<file path="src/rtl/y86_pkg.sv">
// rtl/y86_pkg.sv - Y86-64 icodes, register IDs, status codes and E-register control struct
package y86_pkg;

  localparam logic [3:0] IHALT   = 4'h0;
  localparam logic [3:0] INOP    = 4'h1;
  localparam logic [3:0] IRRMOVQ = 4'h2;
  localparam logic [3:0] IIRMOVQ = 4'h3;
  localparam logic [3:0] IRMMOVQ = 4'h4;
  localparam logic [3:0] IMRMOVQ = 4'h5;
  localparam logic [3:0] IOPQ    = 4'h6;
  localparam logic [3:0] IJXX    = 4'h7;
  localparam logic [3:0] ICALL   = 4'h8;
  localparam logic [3:0] IRET    = 4'h9;
  localparam logic [3:0] IPUSHQ  = 4'hA;
  localparam logic [3:0] IPOPQ   = 4'hB;

  localparam logic [3:0] RNONE  = 4'hF;
  localparam logic [3:0] RSP_ID = 4'h4;

  localparam logic [3:0] SAOK = 4'h1;
  localparam logic [3:0] SHLT = 4'h2;
  localparam logic [3:0] SADR = 4'h3;
  localparam logic [3:0] SINS = 4'h4;

  // Control half of the E register; the XLEN-wide values live beside it in the top.
  typedef struct packed {
    logic [3:0] icode;
    logic [3:0] ifun;
    logic [3:0] stat;
    logic [3:0] src_a;
    logic [3:0] src_b;
    logic [3:0] dst_e;
    logic [3:0] dst_m;
  } e_ctl_t;

  localparam e_ctl_t E_CTL_BUBBLE = '{icode: INOP, ifun: 4'h0, stat: SAOK,
                                      src_a: RNONE, src_b: RNONE,
                                      dst_e: RNONE, dst_m: RNONE};

endpackage

</file>
<file path="src/rtl/regfile_2w.sv">
// rtl/regfile_2w.sv - NREG x XLEN register file, two write ports (port M wins), two async read ports
module regfile_2w #(
  parameter int              XLEN     = 64,
  parameter int              NREG     = 15,
  parameter logic [3:0]      RNONE    = 4'hF,
  parameter logic [3:0]      RSP_ID   = 4'd4,
  parameter logic [XLEN-1:0] RSP_INIT = XLEN'(256)
) (
  input  logic                 clk,
  input  logic                 reset,
  input  logic [3:0]           wr_e_id,
  input  logic [XLEN-1:0]      wr_e_data,
  input  logic [3:0]           wr_m_id,
  input  logic [XLEN-1:0]      wr_m_data,
  input  logic [3:0]           rd_a_id,
  output logic [XLEN-1:0]      rd_a_data,
  input  logic [3:0]           rd_b_id,
  output logic [XLEN-1:0]      rd_b_data,
  output logic [NREG*XLEN-1:0] reg_dump
);

  logic [XLEN-1:0] regs [NREG];
  logic            wr_e_en, wr_m_en;

  assign wr_e_en = (wr_e_id != RNONE) && (int'(wr_e_id) < NREG);
  assign wr_m_en = (wr_m_id != RNONE) && (int'(wr_m_id) < NREG);

  // Port M is written second so it overrides port E on a shared destination.
  always_ff @(posedge clk) begin
    if (reset) begin
      for (int i = 0; i < NREG; i++)
        regs[i] <= (i == int'(RSP_ID)) ? RSP_INIT : '0;
    end else begin
      if (wr_e_en) regs[wr_e_id] <= wr_e_data;
      if (wr_m_en) regs[wr_m_id] <= wr_m_data;
    end
  end

  assign rd_a_data = (int'(rd_a_id) < NREG) ? regs[rd_a_id] : '0;
  assign rd_b_data = (int'(rd_b_id) < NREG) ? regs[rd_b_id] : '0;

  for (genvar g = 0; g < NREG; g++) begin : g_dump
    assign reg_dump[g*XLEN +: XLEN] = regs[g];
  end

endmodule

</file>
<file path="src/rtl/decode_stage_param.sv">
// rtl/decode_stage_param.sv - Y86-64 decode stage with register file, hazard detect and E register; DECODE_FWD_EN enables forwarding
module decode_stage_param #(
  parameter int              XLEN     = 64,
  parameter int              NREG     = 15,
  parameter logic [3:0]      RNONE    = 4'hF,
  parameter logic [3:0]      RSP_ID   = 4'd4,
  parameter logic [XLEN-1:0] RSP_INIT = XLEN'(256)
) (
  input  logic                 clk,
  input  logic                 reset,
  input  logic [3:0]           D_icode,
  input  logic [3:0]           D_ifun,
  input  logic [3:0]           D_rA,
  input  logic [3:0]           D_rB,
  input  logic [XLEN-1:0]      D_valC,
  input  logic [XLEN-1:0]      D_valP,
  input  logic [3:0]           D_stat,
  input  logic [3:0]           e_dstE,
  input  logic [3:0]           M_dstE,
  input  logic [3:0]           M_dstM,
  input  logic [3:0]           W_dstE,
  input  logic [3:0]           W_dstM,
  input  logic [XLEN-1:0]      e_valE,
  input  logic [XLEN-1:0]      M_valE,
  input  logic [XLEN-1:0]      m_valM,
  input  logic [XLEN-1:0]      W_valE,
  input  logic [XLEN-1:0]      W_valM,
  input  logic                 E_stall,
  input  logic                 E_bubble,
  output logic [3:0]           d_srcA,
  output logic [3:0]           d_srcB,
  output logic                 load_use,
  output logic [3:0]           E_icode,
  output logic [3:0]           E_ifun,
  output logic [3:0]           E_srcA,
  output logic [3:0]           E_srcB,
  output logic [3:0]           E_dstE,
  output logic [3:0]           E_dstM,
  output logic [XLEN-1:0]      E_valA,
  output logic [XLEN-1:0]      E_valB,
  output logic [XLEN-1:0]      E_valC,
  output logic [3:0]           E_stat,
  output logic [NREG*XLEN-1:0] reg_dump
);
  import y86_pkg::*;

  logic [3:0]      d_dstE, d_dstM;
  logic [XLEN-1:0] rf_a, rf_b, d_valA, d_valB;
  e_ctl_t          e_ctl_q;
  logic [XLEN-1:0] e_valA_q, e_valB_q, e_valC_q;

  always_comb begin
    d_srcA = RNONE;
    d_srcB = RNONE;
    d_dstE = RNONE;
    d_dstM = RNONE;
    case (D_icode)
      IRRMOVQ: begin d_srcA = D_rA; d_dstE = D_rB; end
      IIRMOVQ: d_dstE = D_rB;
      IRMMOVQ: begin d_srcA = D_rA; d_srcB = D_rB; end
      IMRMOVQ: begin d_srcB = D_rB; d_dstM = D_rA; end
      IOPQ:    begin d_srcA = D_rA; d_srcB = D_rB; d_dstE = D_rB; end
      ICALL:   begin d_srcB = RSP_ID; d_dstE = RSP_ID; end
      IRET:    begin d_srcA = RSP_ID; d_srcB = RSP_ID; d_dstE = RSP_ID; end
      IPUSHQ:  begin d_srcA = D_rA; d_srcB = RSP_ID; d_dstE = RSP_ID; end
      IPOPQ:   begin d_srcA = RSP_ID; d_srcB = RSP_ID; d_dstE = RSP_ID; d_dstM = D_rA; end
      default: ;
    endcase
  end

  regfile_2w #(
    .XLEN(XLEN), .NREG(NREG), .RNONE(RNONE), .RSP_ID(RSP_ID), .RSP_INIT(RSP_INIT)
  ) u_regfile (
    .clk(clk), .reset(reset),
    .wr_e_id(W_dstE), .wr_e_data(W_valE),
    .wr_m_id(W_dstM), .wr_m_data(W_valM),
    .rd_a_id(d_srcA), .rd_a_data(rf_a),
    .rd_b_id(d_srcB), .rd_b_data(rf_b),
    .reg_dump(reg_dump)
  );

`ifdef DECODE_FWD_EN
  // Youngest producer first; W covers the register being written this very edge.
  function automatic logic [XLEN-1:0] sel_val(input logic [3:0] src, input logic [XLEN-1:0] rf);
    if (src == RNONE)       return '0;
    else if (src == e_dstE) return e_valE;
    else if (src == M_dstM) return m_valM;
    else if (src == M_dstE) return M_valE;
    else if (src == W_dstM) return W_valM;
    else if (src == W_dstE) return W_valE;
    else                    return rf;
  endfunction

  assign load_use = ((e_ctl_q.icode == IMRMOVQ) || (e_ctl_q.icode == IPOPQ)) &&
                    (e_ctl_q.dst_m != RNONE) &&
                    ((e_ctl_q.dst_m == d_srcA) || (e_ctl_q.dst_m == d_srcB));
`else
  function automatic logic [XLEN-1:0] sel_val(input logic [3:0] src, input logic [XLEN-1:0] rf);
    return (src == RNONE) ? '0 : rf;
  endfunction

  // Without bypass paths any in-flight writer of a source must drain before decode proceeds.
  function automatic logic pending(input logic [3:0] src);
    return (src != RNONE) &&
           ((src == e_ctl_q.dst_e) || (src == e_ctl_q.dst_m) ||
            (src == M_dstE) || (src == M_dstM) ||
            (src == W_dstE) || (src == W_dstM));
  endfunction

  assign load_use = pending(d_srcA) || pending(d_srcB);

  logic unused_fwd;
  assign unused_fwd = ^{e_dstE, e_valE, M_valE, m_valM};
`endif

  assign d_valA = ((D_icode == ICALL) || (D_icode == IJXX)) ? D_valP : sel_val(d_srcA, rf_a);
  assign d_valB = sel_val(d_srcB, rf_b);

  always_ff @(posedge clk) begin
    if (reset || E_bubble) begin
      e_ctl_q  <= E_CTL_BUBBLE;
      e_valA_q <= '0;
      e_valB_q <= '0;
      e_valC_q <= '0;
    end else if (!E_stall) begin
      e_ctl_q  <= '{icode: D_icode, ifun: D_ifun, stat: D_stat,
                    src_a: d_srcA, src_b: d_srcB, dst_e: d_dstE, dst_m: d_dstM};
      e_valA_q <= d_valA;
      e_valB_q <= d_valB;
      e_valC_q <= D_valC;
    end
  end

  assign E_icode = e_ctl_q.icode;
  assign E_ifun  = e_ctl_q.ifun;
  assign E_stat  = e_ctl_q.stat;
  assign E_srcA  = e_ctl_q.src_a;
  assign E_srcB  = e_ctl_q.src_b;
  assign E_dstE  = e_ctl_q.dst_e;
  assign E_dstM  = e_ctl_q.dst_m;
  assign E_valA  = e_valA_q;
  assign E_valB  = e_valB_q;
  assign E_valC  = e_valC_q;

endmodule

</file>
<file path="config.mk">
export PLATFORM = sky130hd
export DESIGN_NAME = decode_stage_param
export DESIGN_NICKNAME = d
export VERILOG_FILES = /design/src/rtl/y86_pkg.sv /design/src/rtl/regfile_2w.sv /design/src/rtl/decode_stage_param.sv
export SDC_FILE = /design/constraint.sdc
export NUM_CORES = 2
export LEC_CHECK = 0
export ABC_AREA = 1
export CORE_AREA = 2 2 646 648
export DETAILED_ROUTE_END_ITERATION = 16
export DIE_AREA = 0 0 648 650
export GPL_TIMING_DRIVEN = 0
export PLACE_DENSITY = 0.32
export SYNTH_ARGS = -nofsm -noshare
export SYNTH_HDL_FRONTEND = slang
export SYNTH_SLANG_ARGS = --single-unit
</file>
<file path="constraint.sdc">
create_clock -name clk -period 6.8 [get_ports clk]
set_input_delay 1.36 -clock clk [delete_from_list [all_inputs] [get_ports clk]]
set_output_delay 1.36 -clock clk [all_outputs]
set_load 0.1 [all_outputs]
</file>
* After elaboration in Yosys (flattened, before gate mapping)
Memory sizes are Yosys's and may differ from the RTL's.
Index checks and enable logic that the tools add are counted.
** Operators by class
- $add $sub $neg :: 0
- $mul :: 0
- Divide/modulo/power cells :: 0
- $lt $le $gt $ge :: 4
- Equality and inequality tests :: 28
- Shifts and indexed selects :: 0
- Muxes and demuxes :: 23
- Bitwise operators :: 0
- Reduce and logical (&&, ||, !) cells :: 25
** Operators with widths (count)
- 64-bit 2-to-1 mux :: 7
- 64-bit OR reduction :: 2
- 4-bit equality test :: 12
- 4-bit equality test, second input constant :: 6
- 4-bit case mux with 2 select lines :: 3
- 4-bit by 3-bit equality test with 1-bit output, second input constant :: 4
- 4-bit < comparator, second input constant :: 4
- 4-bit inequality test, second input constant :: 4
- 1-bit logical OR :: 13
- 4-bit 2-to-1 mux :: 3
- 1-bit 2-to-1 mux :: 10
- 4-bit by 2-bit equality test with 1-bit output, second input constant :: 2
- 4-bit OR reduction :: 2
- 3-bit OR reduction :: 2
- 1-bit logical AND :: 4
- 2-bit OR reduction :: 2
** Word-level totals
- Bits in registers :: 220
- Latch bits :: 0
- RAM bits :: 960
- ROM bits :: 0
- Input bits :: 492
- Output and inout port bits :: 1189
- Word-level logic and storage cells :: 91
- Memories kept :: 1
** Memory list
- u_regfile.regs :: words 15, width 64, read ports 17, clocked after memory_dff 0, write ports 15, RTL line regfile_2w.sv:22 : logic [XLEN-1:0] regs [NREG];

* Longest topological paths before layout
- Depth in word-level cells :: 11
- Mapped depth :: 16
- Mapped depth without buffers :: 15

* Cells and area by module
From an unflattened synthesis, not the netlist that was laid out.
** Unflattened totals
- Cells, all modules :: 9692
- Area total of the unflattened synthesis :: 72593.4 um^2
** By module, submodules not included
- regfile_2w :: instances 1, cells each 8414, area an instance 63437.1 um^2, sequential area each 30749.5 um^2
- decode_stage_param :: instances 1, cells each 1278, area an instance 9156.3 um^2, sequential area each 4404.2 um^2

* Worst setup path after synthesis
OpenSTA, ideal clock, no wires.
- Kind :: input to register
- Start point :: input W_dstE[1]
- End point :: memory u_regfile.regs[3][0] (enable)
- Setup time :: 503 ps
- Arrival :: 4854 ps
- Required time :: 6297 ps
- Setup slack :: 1443 ps
- Stages :: 4
- Path buffers :: 0
- Cell sequence :: inv_1 -> nor3_1 -> inv_1 -> o211ai_1
** RTL lines
- start, declared :: RTL line decode_stage_param.sv:21 : input logic [3:0] W_dstE,
- end, declared :: RTL line regfile_2w.sv:22

* Final worst setup path
- Start point :: input D_icode[2]
- End point :: output d_srcA[1]
** On the way
- Word-level cells in the longest chain between the ends :: 3
- Elaborated cells on any way between the ends :: 9
- Those cells by class :: eq/ne (6); mux (1); reduce/logical (2)
** Ends and longest elaborated chain
- start, declared :: RTL line decode_stage_param.sv:11 : input logic [3:0] D_icode,
- 4-bit equality test (tied with other cells) :: RTL line decode_stage_param.sv:57 : case (D_icode)
- 4-bit OR reduction (no line) / 2-bit OR reduction (equally long branches)
- 4-bit case mux with 2 select lines (*) :: RTL line decode_stage_param.sv:57
- end, declared :: RTL line decode_stage_param.sv:30 : output logic [3:0] d_srcA,
Mark *: on every way between the ends. The rest lies on a longest branch, timed or not.

==> flow_summary_export.csv <==
group,metric,value,unit
die,initial_core_util,16.4,%
setup_path,cp_max_fo,10,
worst_hold_path,worstHoldStart,"E_valC[58]",
die,rows,237,
timing,fin_hold_ws,463,ps
synthesis,syn-instance-count,8253,
finish,drive_gt1_share,7.68,%
place,post-place-ws,-1080,ps
pwr,finalPower,29.0,mW
setup_path,cp-end-kind,"output pin",
die,die_area,421000,um^2
clock_tree,cts_tree,"yes",
detailed_routing,viasPerCell,5.34,
pwr,vdd.ir_drop.worst,198,uV
detailed_routing,drtAntennaViolNets,0,
synthesis,async_flop_share,0,%
die,die_y,650,um
timing,fin_ws,-83.0,ps
timing,finalCritPeriodShare,101,%
synthesis,ys_warn_count,0,
die,die_w,648,um
detailed_routing,routedWlPerCell,46.2,um
place,place_congestion,1.01,
synthesis,synth_edf_count,1024,
job,drv_cap,17,
pwr,leakagePower,35.0,nW
clock_tree,cts-root-buf,"clkbuf_16",
setup_path,path_class,"in2out",
finish,area_growth,44.1,%
synthesis,synth_ff_type,"edfxtp_1",
finish,fin_util,23.6,%
detailed_routing,drtIter0Drc,13000,
grt,grt_util_all_layers,33.2,%
clock_tree,insertion_delay,950,ps
grt,antenna_found_initial,115,
setup_path,cp_cell_sequence,"clkdlybuf4s50_1 > nor2_2 > nand2_2 > nand2_1 > inv_2 > buf_2 > buf_2 > dlygate4sd2_1",
timing,rsz0062_at_grt,"false",
grt,grt_pass1_vias,78200,
synthesis,ys_types,31,
timing,tightest_slew,1610,ps
detailed_routing,first_pass_iters,6,
grt,grt_overflow_total,0,
pwr,p_per_area,296,nW/um^2
timing,maxClockFrequency,0.145,GHz
setup_path,crit_slowest_cell,"dlygate4sd2_1",
grt,grt_max_degree,38,
synthesis,synth-seq-cells,1244,
clock_tree,postCtsSetupBuffers,0,
finish,final_cell_count_no_fill,15800,
die,core,415000,um^2
grt,grt_pass1_wl,905,mm
setup_path,critPathArrivalTime,5520,ps
detailed_routing,remaining_drc_errors,0,
timing,relSlewSlack,-7.58,%
clock_tree,path_clk_slew,60,ps
place,place_area,92000,um^2
timing,finalHoldViolations,0,
synthesis,synth.cell_area,68100,um^2
place,io_buffers,1482,
timing,fin_skew,58.0,ps
timing,finalSetupTns,-113,ps
detailed_routing,drt-total-wl,731,mm
setup_path,cpPeakStageDelay,960,ps
worst_hold_path,hold_path.class,"reg2reg",
status,failed_checks,"capacitance limit, slew limit, setup timing",
synthesis,yosysSeqAreaShare,51.6,%
setup_path,cp-start-kind,"input port",
clock_tree,clockBufferDepth,4,
place,dp_hpwl,582,mm
timing,setup_viol,2,
setup_path,required,5440,ps
setup_path,crit_top_cell,"buf_2",
finish,finalNetCount,10600,
place,dp.cells,15400,
status,outcome,"finished, violations left",
timing,finalMaxSlewViolations,89,
finish,finalInstanceArea,98100,um^2
timing,min_period,6880,ps
setup_path,crit-reg2reg-launch,"u_regfile.regs[10][63]",
synthesis,avgSynthCellArea,8.25,um^2
clock_tree,htree_levels,4,
clock_tree,clock-sinks,1244,
die,ioPinCount,1681,
detailed_routing,vias,84500,
setup_path,cp-startpoint,"D_icode[2]",
clock_tree,numCtsBuffers,178,
## metal layers
| layer | vias up | part of all wire [%] | global-route usage (%) |
|---|---|---|---|
| met2 | 6505 | 44 | 51.8 |
| met4 | 30 | 8.1 | 23.1 |
| met5 | - | 0.026 | 0 |
| li1 | 33500 | - | - |
| met1 | 43100 | 38 | 40.0 |
| met3 | 1365 | 9.4 | 8.34 |
## worst paths after layout
kind                            cells after the start          to  slack [ps]
worst max-delay path                                8   d_srcA[1]         -80
worst min-delay path                                2  E_valC[58]         460
worst max register to register                      6  E_valA[63]        4730
worst min register to register                      2  E_valC[58]         460
## sequential cells by signal (all words and copies together), names as in the netlist
register        count
E_ifun              4
E_dstM              4
E_dstE              4
u_regfile.regs   1024
E_stat              4
E_valA             64
E_valB             64
E_valC             64
E_srcB              4
E_icode             4
E_srcA              4
## power breakdown
part	total [mW]	switching, mW	internal, mW	leakage, nW
combinational	9.23	7.42	1.80	20.5
sequential	9.81	0.972	8.84	11.7
clock	9.97	4.38	5.59	2.84
## area by class of cell
| class | instances | area (um^2) |
|---|---|---|
| flip-flops and latches | 1244 | 35200 |
| fillers | 45700 | 317000 |
| repair buffers | 1605 | 16600 |
| clock buffers | 232 | 4800 |
| multi-input cells | 5928 | 28500 |
| plain buffers | 965 | 4180 |
| diodes | 94 | 235 |
| inverters | 179 | 672 |
| well taps | 5497 | 6880 |
| clock inverters | 95 | 1070 |
## cells in the final DEF, fill, tap and decap left out, drive strengths merged, types with 2 or more instances in the layout
cell type,instances
dfxtp,220
nand3,2406
dlygate4sd2,5
clkinvlp,9
nand3b,3
clkdlybuf4s50,1453
a21oi,395
clkinv,65
o22ai,831
edfxtp,1024
nor3,9
conb,64
or2,2
nor2,53
xor2,27
bufinv,15
o211ai,15
buf,528
xnor2,6
a22oi,2
inv,185
nand4,2
o21ai,204
nand2,1908
clkbuf,816
diode,94
## synthesized netlist by cell type (4+ instances only)
cell	n	share of area (%)
o21ai_0	203	1.5
nand2_1	1902	10
xor2_1	27	0.35
clkbuf_1	584	3.2
nor2_1	50	0.28
nor3_1	9	0.066
o211ai_1	15	0.17
o22ai_1	831	7.6
inv_1	171	0.94
nand2_2	4	0.037
dfxtp_1	220	6.5
a21oi_1	395	2.9
xnor2_1	6	0.077
nand3_1	2406	18
buf_2	270	2.0
edfxtp_1	1024	45
buf_1	75	0.41
buf_6	4	0.066
inv_2	7	0.039
buf_4	32	0.35
## critical path: cells and delay by family
family / cells / cell delay [ps]
buffers and inverters: 5 / 3400
and+or+nand+nor: 3 / 730
## kinds of logic (layout without fill, tap and decap cells)
group,Yosys count,after routing,synth area share [%]
and+or+nand+nor,4384,4384,28.7
AOI/OAI and AO/OA,1447,1447,12.2
DFF,1244,1244,51.6
buffers and inverters,1144,3076,7.02
xor gates and xnor gates,33,33,0.424
other,1,158,0.00551
## timing repair
item	4_1_cts	5_1_grt
gates cloned	0	0
setup endpoints to repair	7	1
resized for setup	11	1
hold buffers	0	0
Note: power is estimated with default switching activity, not from simulation.
